[src/rtl/discrete_variables_sizes_loader.sv]
// discrete_variables_sizes_loader: streams packed beats into the per-variable discrete-choice size table.
//   in_clock/in_reset       : clock, async active-high reset
//   in_start/in_abort       : begin a full table load / cancel a load in progress
//   in_data_valid/in_data   : packed entry beats, lowest index in the LSBs
//   out_data_ready          : beat accepted when high together with in_data_valid
//   out_write_*             : one table write per UNPACK cycle
//   out_busy/out_done       : busy outside IDLE / one-cycle pulse after the last entry
module discrete_variables_sizes_loader #(
    parameter int MAX_BIT_WIDTH_OF_VARIABLES_INDEX  = 2,
    parameter int MAX_BIT_WIDTH_OF_DISCRETE_CHOICES = 2,
    parameter int ENTRIES_PER_BEAT                  = 2
) (
    input  logic                                                      in_clock,
    input  logic                                                      in_reset,
    input  logic                                                      in_start,
    input  logic                                                      in_abort,
    input  logic                                                      in_data_valid,
    input  logic [MAX_BIT_WIDTH_OF_DISCRETE_CHOICES*ENTRIES_PER_BEAT-1:0] in_data,
    output logic                                                      out_data_ready,
    output logic                                                      out_write_enable,
    output logic [MAX_BIT_WIDTH_OF_VARIABLES_INDEX-1:0]               out_write_index,
    output logic [MAX_BIT_WIDTH_OF_DISCRETE_CHOICES-1:0]              out_write_data,
    output logic                                                      out_busy,
    output logic                                                      out_done
);
    localparam int IW = MAX_BIT_WIDTH_OF_VARIABLES_INDEX;
    localparam int W  = MAX_BIT_WIDTH_OF_DISCRETE_CHOICES;
    localparam int E  = ENTRIES_PER_BEAT;
    localparam int SW = E > 1 ? $clog2(E) : 1;

    typedef enum logic [1:0] {IDLE, ACCEPT, UNPACK, DONE} state_t;

    state_t          state;
    logic [IW-1:0]   idx;
    logic [SW-1:0]   slot;
    logic [W*E-1:0]  shreg;

    always_ff @(posedge in_clock or posedge in_reset) begin
        if (in_reset) begin
            state <= IDLE;
            idx   <= '0;
            slot  <= '0;
            shreg <= '0;
        end else begin
            case (state)
                IDLE: if (in_start) begin
                    state <= ACCEPT;
                    idx   <= '0;
                end
                ACCEPT: if (in_abort) state <= IDLE;
                else if (in_data_valid && out_data_ready) begin
                    shreg <= in_data;
                    slot  <= '0;
                    state <= UNPACK;
                end
                UNPACK: begin
                    idx   <= idx + 1'b1;
                    shreg <= shreg >> W;
                    slot  <= slot + 1'b1;
                    if (in_abort) state <= IDLE;
                    else if (slot == SW'(E-1)) state <= (idx == {IW{1'b1}}) ? DONE : ACCEPT;
                end
                default: state <= IDLE;
            endcase
        end
    end

    // Index/data are forced to 0 outside UNPACK so the write port is quiet when idle.
    assign out_data_ready   = state == ACCEPT;
    assign out_write_enable = state == UNPACK;
    assign out_write_index  = out_write_enable ? idx : '0;
    assign out_write_data   = out_write_enable ? shreg[W-1:0] : '0;
    assign out_busy         = state != IDLE;
    assign out_done         = state == DONE;
endmodule

[config.mk]
export PLATFORM = sky130hd
export DESIGN_NAME = discrete_variables_sizes_loader
export DESIGN_NICKNAME = d
export VERILOG_FILES = /design/src/rtl/discrete_variables_sizes_loader.sv
export SDC_FILE = /design/constraint.sdc
export NUM_CORES = 1
export LEC_CHECK = 0
export ABC_AREA = 1
export CORE_UTILIZATION = 40
export CTS_BUF_LIST = sky130_fd_sc_hd__clkbuf_4 sky130_fd_sc_hd__clkbuf_8
export DETAILED_ROUTE_END_ITERATION = 16
export MAX_ROUTING_LAYER = met4
export PLACE_DENSITY = 0.71
export SLEW_MARGIN = 15
export SYNTH_ARGS = -nofsm -noshare
export SYNTH_HDL_FRONTEND = slang
export SYNTH_SLANG_ARGS = --single-unit
[constraint.sdc]
create_clock -name in_clock -period 1.2 [get_ports in_clock]
set_input_delay 0.18 -clock in_clock [delete_from_list [all_inputs] [get_ports in_clock]]
set_output_delay 0.18 -clock in_clock [all_outputs]
set_load 0.05 [all_outputs]
==> qor.yml <==
outcome: "finished with violations"
violations: "setup timing"
p_sw_mw: 1.11
drc_errors: 0
ios: 17
synth_cell_types: 16
worstMarginPinSlew_ns: 0.354
final-max-slew-violation-count: 0
drt_iter0_drc: 19
drive_above_1_share: 0.434
antenna_found_initial: 0
cp-end-kind: "primary output"
die_w_um: 38.2
fin_cells: 113
fill_cells: 73
grt_usage: 0.215
yosys_warnings: 0
min_period_ns: 1.34
nets: 110
grt_pass1_vias: 491
synth_area_per_cell_um2: 7.40
place_congestion: 0.766
syn_nets: 81
pre_cts_ws_ns: -0.0195
switching_share: 0.471
worst_ep_arrival_time_ns: 1.16
crit_type: "flop to primary output"
rows: 12
power_mw: 2.37
path_buf_inv: 1
power_density_nw_per_um2: 2490
numPlacedInstances: 104
cts_inserted_buffers: 3
p_leak_nw: 0.451
period_share: 1.12
area_growth_pct: 81.0
seqPwrFrac: 0.229
r2r_cells: 6
whs_ns: 0.179
cp.required_ns: 1.02
slowest_delay_ns: 0.50
hpwlAfterDp_um: 930
netlist_area_um2: 526
cts.clk_slew.worst_paths_ns: 0.07
reg2reg_from: "state[1]"
diodes: 0
clock_sinks: 9
cts_tree: "built"
hold_buffers: 0
startpoint_type: "flop"
initial_core_util: 0.455
fin_ws_ns: -0.139
grt_pass1_wl_um: 2000
clk_path_buf_depth: 2
die-area_um2: 1460
clock_latency_ns: 0.26
r2r_slack_ns: -0.06
hold_viol: 0
crit_fanout: 6
htreeDepth: 1
finalSetupViolations: 13
ys_seq_area_frac: 0.429
vias_per_cell: 4.81
ctsRootBufferMaster: "clkbuf_4"
layout_common_cells: "nand2_1, inv_1, dfrtp_1, clkdlybuf4s50_1, buf_12"
crit_path_top_delay_cell: "dfrtp_2"
final_common_cell: "nand2_1"
synth_seq_cells: 9
wirelength_um: 1310
grt_setup_unrepaired: "true"
worst_r2r_endpoint: "state[1]"
grt-ovfl-total: 0
hold_path_class: "input pin to async pin"
vdd_ir_drop_max_uv: 2120
p_comb_frac: 0.673
die_h_um: 38.2
maxClockFrequency_mhz: 747
drt_first_pass_iters: 4
path_cells: "nand2_8 > nor2_4 > buf_12"
drv_cap: 0
skew_ns: 0.00705
core-area_um2: 1160
clkPwrFrac: 0.098
port_buffers: 16
syn_inst: 71
grt_max_degree: 10
cp_top_family: "flip-flops"
ant_nets: 0
vias: 543
slew_headroom: 0.764
routedWlPerCell_um: 11.5
power.internal_mw: 1.25
Yosys cell counts, drive strengths merged:
master  instances  area share
a21oi           2       0.019
buf             1       0.021
dfrtp           9        0.43
ha              1       0.024
inv            17        0.12
nand2          20        0.16
nand3           4       0.048
nand4           2       0.024
nor2            8       0.086
o21ai           7       0.067
metal layers:
layer / global-route usage / up-vias / part of all wire
met5: - / - / 0
met4: 0.0536 / 0 / 0.021
met3: 0.0698 / 4 / 0.040
met2: 0.364 / 20 / 0.50
met1: 0.244 / 248 / 0.43
li1: - / 271 / -
flip-flops by register name, summed over array words and instances, names as in the netlist:
| signal | flops |
|---|---|
| idx | 2 |
| shreg | 4 |
| slot | 1 |
| state | 2 |
through the flow:
stage	utilization	setup TNS [ns]	instance area, µm²
finish	0.823	-1.05	951
global route	0.823	-1.88	951
CTS	0.811	-1.01	937
detailed placement	0.716	-0.0268	828
global placement	0.716	0	828
floorplan	-	-0.881	552
layout make-up:
| class | count | area [µm²] | share of cell area |
|---|---|---|---|
| clock buffers | 3 | 22.5 | 0.0237 |
| clock inverters | 1 | 5.00 | 0.00526 |
| inverters | 17 | 63.8 | 0.0671 |
| multi-input cells | 44 | 303 | 0.318 |
| flip-flops and latches | 9 | 226 | 0.238 |
| well taps | 14 | 17.5 | 0.0184 |
| repair buffers | 25 | 313 | 0.329 |
worst max path at each step:
stage                     startpoint            endpoint  slack [ns]  depth (start not counted)
after detailed placement    in_abort            shreg[0]       -0.02                          6
after global placement      in_abort            shreg[0]       0.002                          6
after floorplan             state[0]   out_write_data[0]       -0.13                          4
after CTS                   state[1]    out_write_enable       -0.14                          3
after global routing        state[1]  out_write_index[0]       -0.17                          3
final                       state[1]  out_write_index[0]       -0.14                          3
kinds of logic after synthesis:
| logic type | synth area share |
|---|---|
| buffers and inverters | 0.143 |
| and+or+nand+nor | 0.319 |
| adders and majority gates | 0.0238 |
| AOI/OAI and AO/OA | 0.0857 |
| DFF | 0.429 |
what timing repair did:
action / CTS / global route
setup buffers: 5 / 0
hold endpoints to repair: 0 / 0
resized for setup: 11 / 7
setup endpoints to repair: 8 / 17
pin swaps: 4 / 3
cloned: 0 / 0
power by group through the flow:
stage | Clock, mW | Combinational [mW] | Sequential [mW]
final | 0.232 | 1.59 | 0.541
after floorplan | 0 | 0.789 | 0.529
after global routing | 0.253 | 1.70 | 0.558
after detailed placement | 0 | 1.34 | 0.527
after CTS | 0.241 | 1.54 | 0.538
after global placement | 0 | 1.32 | 0.523
Power figures use the tool's default switching activity.
